<file path="src/rtl/move_stack_recorder.sv">
// Push/pop stack of 2-bit solver moves, packed into ord for the display stage.
// Freezes on solved; a push into a full stack without pop latches ERR.
module move_stack_recorder #(
  parameter int MAX_MOVES = 17,
  parameter int CW        = 5
) (
  input  logic                   clk,
  input  logic                   rst_n,
  input  logic                   clear,
  input  logic                   push_valid,
  input  logic [1:0]             push_move,
  output logic                   push_ready,
  input  logic                   pop,
  input  logic                   solved,
  output logic [2*MAX_MOVES-1:0] ord,
  output logic [CW-1:0]          count,
  output logic                   comp,
  output logic                   overflow
);

  typedef enum logic [1:0] {
    REC,
    DONE,
    ERR
  } state_t;

  localparam logic [CW-1:0] FULL = CW'(MAX_MOVES);

  state_t        state;
  logic          rec;
  logic          empty;
  logic          full;
  logic          do_rep;
  logic          do_push;
  logic          do_pop;
  logic          do_err;
  logic          wr_en;
  logic [CW-1:0] wr_slot;
  logic [1:0]    wr_val;

  always_comb begin
    rec     = (state == REC);
    empty   = (count == '0);
    full    = (count == FULL);
    // push+pop on a non-empty stack replaces the top, even when full
    do_rep  = rec && push_valid && pop && !empty;
    do_push = rec && push_valid && !full && !do_rep;
    do_err  = rec && push_valid && full && !pop;
    do_pop  = rec && pop && !push_valid && !empty;
    wr_en   = do_rep || do_push || do_pop;
    wr_slot = do_push ? count : count - 1'b1;
    wr_val  = do_pop ? 2'b00 : push_move;
  end

  assign push_ready = rec && !full;

  always_ff @(posedge clk) begin
    if (!rst_n || clear) begin
      state    <= REC;
      ord      <= '0;
      count    <= '0;
      comp     <= 1'b0;
      overflow <= 1'b0;
    end else begin
      for (int i = 0; i < MAX_MOVES; i++) begin
        if (wr_en && wr_slot == CW'(i))
          ord[2*i +: 2] <= wr_val;
      end
      if (do_push)
        count <= count + 1'b1;
      else if (do_pop)
        count <= count - 1'b1;
      if (do_err) begin
        state    <= ERR;
        overflow <= 1'b1;
      end else if (rec && solved) begin
        state <= DONE;
        comp  <= 1'b1;
      end
    end
  end

endmodule

</file>
<file path="config.mk">
export PLATFORM = sky130hd
export DESIGN_NAME = move_stack_recorder
export DESIGN_NICKNAME = d
export VERILOG_FILES = /design/src/rtl/move_stack_recorder.sv
export SDC_FILE = /design/constraint.sdc
export NUM_CORES = 1
export LEC_CHECK = 0
export ABC_AREA = 0
export CAP_MARGIN = 20
export CORE_AREA = 2 2 91 71
export DETAILED_ROUTE_END_ITERATION = 8
export DIE_AREA = 0 0 93 73
export SLEW_MARGIN = 40
export SYNTH_ARGS = -nofsm -noshare
export SYNTH_HDL_FRONTEND = slang
export SYNTH_SLANG_ARGS = --single-unit
</file>
<file path="constraint.sdc">
create_clock -name clk -period 6.2 [get_ports clk]
set_input_delay 1.86 -clock clk [delete_from_list [all_inputs] [get_ports clk]]
set_output_delay 1.86 -clock clk [all_outputs]
set_load 0.02 [all_outputs]
</file>
Yosys cells after proc, flatten, opt, wreduce, memory -nomap -nowiden

Cells that the tools add are included.

Flip-flop bits (word level): 43
Input bits: 8
Output and inout port bits: 42
Word-level logic and storage cells: 93

Add/sub/neg operators: 2
Equal/unequal tests: 17
Multiplexer cells: 6
Bitwise operators: 1
Reductions and logical operators: 45

Operators by type and width:

| cell                                                               | number |
|---|---|
| 5-bit by 4-bit == test with 1-bit output, second input constant    | 8 |
| 1-bit logical AND                                                  | 29 |
| 5-bit by 3-bit == test with 1-bit output, second input constant    | 4 |
| 5-bit 2-to-1 mux                                                   | 3 |
| 5-bit by 2-bit == test with 1-bit output, second input constant    | 2 |
| 5-bit == test, second input constant                               | 2 |
| 5-bit logical NOT                                                  | 2 |
| 1-bit logical NOT                                                  | 6 |
| 2-bit 2-to-1 mux                                                   | 3 |
| 5-bit by 1-bit adder with 5-bit output, second input constant      | 1 |
| 5-bit by 1-bit == test with 1-bit output, second input constant    | 1 |
| 5-bit by 1-bit subtractor with 5-bit output, second input constant | 1 |
| 2-bit nonzero test                                                 | 2 |
| 1-bit logical OR                                                   | 3 |
| 2-bit logical NOT                                                  | 1 |
| 2-bit AND reduction                                                | 1 |
| 2-bit OR reduction                                                 | 1 |
| 1-bit NOT                                                          | 1 |

Logic depth before layout (Yosys ltp)

Gate-level depths: netlist of the first run.

Depth in word-level cells: 9
Gate-level depth with buffers: 11
Depth with buffers taken out: 9

Worst setup path after synthesis of the first run

No wires, ideal clock.

Path type: input to register
Start point: input pop
End point: register ord[0]
Library setup time: 132 ps
Arrival: 3,583 ps
Required time: 6,068 ps
Slack: 2,484 ps
Cell stages on the path: 7
Path buffers: 1
Cells stage by stage: a2111o_4 -> buf_4 -> ha_1 -> inv_1 -> nor2_1 -> o2111ai_2 -> mux2i_1

Word-level cells in the longest chain between the ends: 7
Elaborated cells on any way between the ends: 13
Those cells by class: 2 x mux; 11 x reduce/logical

Ends and longest elaborated chain:

| element                                                      | RTL line | text |
|---|---|---|
| start, declared                                              | 13       | `input logic pop,` |
| 1-bit logical AND (2 in series)                              | 46       | `do_rep = rec && push_valid && pop && !empty;` |
| 1-bit logical NOT                                            | 47       | `do_push = rec && push_valid && !full && !do_rep;` |
| 1-bit logical AND                                            | 47       |  |
| 5-bit 2-to-1 mux / 1-bit logical OR (equally long branches)  | 51, 50   |  |
| 5-bit logical NOT / 1-bit logical OR (equally long branches) | 66, 50   |  |
| 1-bit logical AND                                            | 66       | `if (wr_en && wr_slot == CW'(i))` |
| end signal, assigned by index                                | 67       | `ord[2*i +: 2] <= wr_val;` |
| end, declared                                                | 15       | `output logic [2*MAX_MOVES-1:0] ord,` |

Parallel ways exist; a longest one is shown, timed or not.
A chain may end at the register's enable or synchronous reset.

Worst setup path in the final report of the first run

Start point: input pop
End point: register ord[33]

Word-level cells in the longest chain between the ends: 7
Elaborated cells on any way between the ends: 13
Those cells by class: 1 x eq/ne; 2 x mux; 10 x reduce/logical

Ends and longest elaborated chain:

| element                                                     | RTL line |
|---|---|
| 1-bit logical AND (2 in series)                             | 46 |
| 1-bit logical NOT                                           | 47 |
| 1-bit logical AND                                           | 47 |
| 5-bit 2-to-1 mux / 1-bit logical OR (equally long branches) | 51, 50 |
| 5-bit == test / 1-bit logical OR (equally long branches)    | 66, 50 |
| 1-bit logical AND                                           | 66 |

Parallel ways exist; a longest one is shown, timed or not.

==> results of run 1 <==
[how the worst max path moves through the flow]
stage                          to  slack [ns]
after global routing       ord[8]        1.93
final                     ord[33]        2.04
after detailed placement  ord[33]        1.76
after floorplan            ord[0]        2.48
after global placement    ord[26]        1.72
after CTS                 ord[33]        2.07
[kinds of logic (layout without fill, tap and decap cells)]
logic type	Yosys count	count (layout)	share of synthesized area, %
multiplexers	34	34	14.7
flip-flops	43	43	37.2
buffers and inverters	20	67	4.17
AND/OR/NAND/NOR	80	80	16.3
adder cells (fa/ha/maj)	7	7	3.79
XOR/XNOR	4	4	1.52
AO/OA/AOI/OAI	43	43	22.3
[layer usage]
layer / wire length [um] / GRT usage [%]
met5: 0 / 0
met4: 30 / 3.92
met3: 332 / 4.34
met2: 2130 / 21.7
met1: 2660 / 22.4
[sequential cells by signal, indices dropped and copies added, names as in the netlist]
register	flops
ord	34
count	5
state	2
comp	1
overflow	1
[power breakdown]
group	leakage [nW]	total, mW	switching, mW	internal (mW)
Sequential	0.347	0.282	0.00353	0.278
Clock	0.0412	0.177	0.0981	0.0789
Combinational	0.805	0.0968	0.0625	0.0343
[cells in the final DEF (no fill, tap or decap), types with 5 or more instances in the layout]
cell / count
nand2b_1: 5
o211ai_2: 8
o2111ai_2: 8
mux2i_1: 34
inv_1: 6
nor2_1: 16
clkbuf_8: 5
dfxtp_1: 43
nand2_1: 39
ha_1: 7
clkdlybuf4s50_1: 49
nand3_1: 5
[worst register-to-register path, delay by kind of cell (launching register included)]
family	cells	cell delay [ns]
and+or+nand+nor	2	1.01
AOI/OAI and AO/OA	2	0.97
DFF	1	0.41
muxes	1	0.18
adders and majority gates	2	0.53
buffers and inverters	2	0.30
[cell type report]
class | count | area [um2] | share of cell area [%]
multi-input combinational | 168 | 1370 | 46.3
clock buffer | 6 | 72.6 | 2.45
timing repair buffer | 52 | 513 | 17.4
clock inverter | 2 | 12.5 | 0.423
sequential | 43 | 861 | 29.1
tap | 81 | 101 | 3.43
inverter | 7 | 27.5 | 0.931
==> flow_summary.ini, run 1 <==
[status]
status = finished, final reports clean

[critical_path]
crit_cells = 7
timing.rr.start = count[0]
path_max_fanout = 15
cp_data_arrival_time_ns = 4.34
crit_slowest_cell = a2111o_4
path_buf_inv = 2
worstPathRequired_ns = 6.38
crit_family = compound AO/OA/AOI/OAI gates
crit_chain = clkdlybuf4s50_1, a2111o_4, ha_1, inv_1, nor2_1, o2111ai_2, mux2i_1
r2r_setup_slack_ns = 2.71
startpoint = pop
rr_worst_depth = 9
cp-start-kind = primary input
critical-path-max-stage-delay_ns = 0.64
regToRegEndpoint = ord[33]
path_class = primary input to flip-flop
worstSetupEndpointType = flip-flop

[floorplan]
die_y_um = 73
io_pins = 50
initial_core_util_pct = 38.5
die_x_um = 93
die-area_mm2 = 0.00679
core_area_mm2 = 0.00601
rows = 25

[pwr]
powerDensity_mw_per_mm2 = 188
p_leak_nw = 1.19
peakVddDrop_mv = 0.122
p_total_uw = 556

[yosys]
synth_common_cells = 43 x dfxtp_1, 39 x nand2_1, 34 x mux2i_1, 16 x nor2_1
synthesis.nets = 246
post_synth.cell_area_avg_um2 = 10.0
synth_flop_cell = dfxtp_1
synthArstFlopShare_pct = 0
synth.area.top_cells = dfxtp_1 37%, mux2i_1 15%, nand2_1 6.3%
synth-seq-area-share_pct = 37.2
yosysTopAreaCellShare_pct = 37.2
yosys.area.top_type = dfxtp_1
synth-edff-count = 0
syn_area_mm2 = 0.00231
synth_most_common_cell = dfxtp_1
synth_seq_cells = 43
yosysWarnings = 0
synthCells = 231
synth_cell_types = 49

[clock_network]
cts.sinks = 43
holdBufCountCts = 0
cts-root-buf = clkbuf_8
cts_setup_buffers = 0
htree_levels = 2
ctsLongestPathBuffers = 2
cts_resized = 0
clock_latency_ns = 0.29
numCtsBuffers = 5
path_clk_slew_ns = 0.09
cts_tree = done

[hold_path]
hold_class = flip-flop to flip-flop
holdPathStages = 2
min_to = ord[9]
min_from = ord[9]

[layout]
n_antenna_cell = 0
area_delta_synth_final_pct = 27.9
fin_cells = 359
final_area_mm2 = 0.00296
drive_gt1_share_pct = 15.8
nFillCells = 572
num-nets-final = 292
final_util_pct = 49.2

[sta]
finalWorstSetupSlack_ns = 2.04
finalSetupViolations = 0
finClkSkew_ns = 0.00628
worstMarginPinSlew_ns = 0.678
slew_violations = 0
setup_tns_ns = 0
hold_viol = 0
maxSlewHeadroom_pct = 54.8
hold_ws_ns = 0.465
rsz0062_at_grt = false
post-route-min-period_ns = 4.16
final.period_utilization_pct = 67.0
fmax_mhz = 241

[global_routing]
grt_max_degree = 38
grt_pass1_vias = 1642
antenna_found_initial = 0
grt_usage_pct = 15.2
grt_pass1_wl_mm = 8.10
gr-total-overflow = 0

[place]
gp_congestion = 0.841
pre_cts_ws_ns = 1.76
post_dp_cell_area_mm2 = 0.00287
dp_cells = 351
portBuffers = 49
hpwl_mm = 3.73

[run]
cap_violations = 0

[route]
drc_errors = 0
avgRoutedWirePerCell_um = 14.3
ant_nets = 0
viasPerCell = 5.12
drt_iter0_drc = 71
routed_wl_mm = 5.15
firstDrtPassIters = 4
via_count = 1839
Note: power is estimated with default switching activity, not from simulation.
==> run 2, diff against run 1 <==
Clock period 6.2 ns to 4.2 ns, I/O delays scaled along.
==> run 2 against run 1 <==
Clock-buffer cell count is 1 lower. Non-clock buffer count is 2 higher. Via count is 0.38% lower. First-iteration DRC count stayed put. Register-to-register slack worse by 1.9 ns. Sequential cell count stayed put. Clock skew is 0.0048 ns higher. Critical path depth is 1 lower. Combinational power is 52% higher. Sequential share of layout area is 0.32 points lower. Cell count is 0.56% higher.
==> flow_summary.ini, run 2 (same netlist as run 1, synthesis figures left out) <==
[place]
gp_congestion = 0.756
portBuffers = 49
hpwl_mm = 3.77
post_dp_cell_area_mm2 = 0.00287

[critical_path]
critical-path-max-stage-delay_ns = 0.63
crit_family = compound AO/OA/AOI/OAI gates
crit_chain = clkdlybuf4s50_1, a2111o_4, ha_1, nor2_1, o2111ai_1, mux2i_1
path_max_fanout = 15
worstPathRequired_ns = 4.36
path_buf_inv = 1
path_class = primary input to flip-flop
cp_data_arrival_time_ns = 3.63
worstSetupEndpointType = flip-flop
cp-start-kind = primary input
crit_slowest_cell = a2111o_4

[global_routing]
grt_pass1_vias = 1680
gr-total-overflow = 0
grt_usage_pct = 16.2
grt_pass1_wl_mm = 8.65
grt_max_degree = 26
antenna_found_initial = 0
top_usage_layer = met1
grtUsageMet2_pct = 21.3
met3_usage_pct = 4.55
use_met1_pct = 24.8

[clock_network]
cts_tree = done
cts.sinks = 43
htree_levels = 2
path_clk_slew_ns = 0.09
cts-root-buf = clkbuf_8
ctsLongestPathBuffers = 2
cts_setup_buffers = 0
numCtsBuffers = 5
clock_latency_ns = 0.30
cts_resized = 0
holdBufCountCts = 0

[route]
viasPerCell = 5.07
via_count = 1832
firstDrtPassIters = 4
routed_wl_mm = 5.29
ant_nets = 0
avgRoutedWirePerCell_um = 14.7
drc_errors = 0
drt_iter0_drc = 71

[pwr]
peakVddDrop_mv = 0.157
p_total_uw = 898
p_leak_nw = 1.22
powerDensity_mw_per_mm2 = 300

[layout]
multi_input_area_mm2 = 0.00136
largest_register_ffs = 34
nFillCells = 581
num-nets-final = 294
seq_area_um2 = 861
layout_commonest_cell = clkdlybuf4s50_1
regMostFlops = ord
layout_common_cells = 49 x clkdlybuf4s50_1, 43 x dfxtp_1, 39 x nand2_1, 34 x mux2i_1, 16 x nor2_1
n_antenna_cell = 0
final_area_mm2 = 0.00299
drive_gt1_share_pct = 16.1
reg_top3 = ord (34), count (5), state (2)
area_delta_synth_final_pct = 29.3

[sta]
final.period_utilization_pct = 82.8
setup_tns_ns = 0
hold_viol = 0
maxSlewHeadroom_pct = 50.3
hold_ws_ns = 0.466
rsz0062_at_grt = false
slew_violations = 0
finClkSkew_ns = 0.0111
post-route-min-period_ns = 3.48
fmax_mhz = 288
worstMarginPinSlew_ns = 0.744
finalSetupViolations = 0

[floorplan]
initial_core_util_pct = 38.5
rows = 25
core_area_mm2 = 0.00601
die-area_mm2 = 0.00679
die_y_um = 73
io_pins = 50
die_x_um = 93

[status]
status = finished, final reports clean

[run]
cap_violations = 0

[hold_path]
hold_class = flip-flop to flip-flop
## run 2: final timing paths
kind / start / to / slack [ns] / depth (start not counted)
worst max-delay path: pop / ord[26] / 0.72 / 6
worst min-delay path: ord[18] / ord[18] / 0.47 / 2
worst max register to register: count[0] / ord[26] / 0.84 / 8
worst min register to register: ord[18] / ord[18] / 0.47 / 2
## run 2: per-stage QoR
step / utilization (%) / setup slack (ns) / instances
2_1_floorplan: - / 0.968 / 231
3_3_place_gp: 47.9 / 0.461 / 353
3_5_place_dp: 47.9 / 0.400 / 353
4_1_cts: 49.8 / 0.731 / 361
5_1_grt: 49.8 / 0.614 / 361
6_report: 49.8 / 0.724 / 361
## run 2: metal layers
metal | routed length, um | part of all wire (%)
met1 | 2960 | 56
met2 | 2000 | 38
met3 | 280 | 5.3
met4 | 53 | 1.0
met5 | 0 | 0
## run 2: area by class of cell
cell class                 instances  share of cell area (%)
inverter                           7                   0.921
tap                               81                    3.39
clock inverter                     3                    1.55
clock buffer                       5                    2.30
sequential                        43                    28.8
multi-input combinational        168                    45.4
timing repair buffer              54                    17.7
## run 2: power breakdown
group          leakage [nW]  internal, mW  total (mW)  switching [mW]
clock                0.0548         0.179       0.335           0.156
sequential            0.347         0.411       0.416         0.00512
combinational         0.814        0.0530       0.147          0.0935
total                  1.22         0.643       0.898           0.255
## run 2: worst register-to-register path: cells and delay by family (launching register included)
family | cells | cell delay (ns)
AO/OA/AOI/OAI | 2 | 0.95
adder cells (fa/ha/maj) | 2 | 0.54
buffers and inverters | 1 | 0.20
flip-flops | 1 | 0.40
multiplexers | 1 | 0.17
AND/OR/NAND/NOR | 2 | 0.96
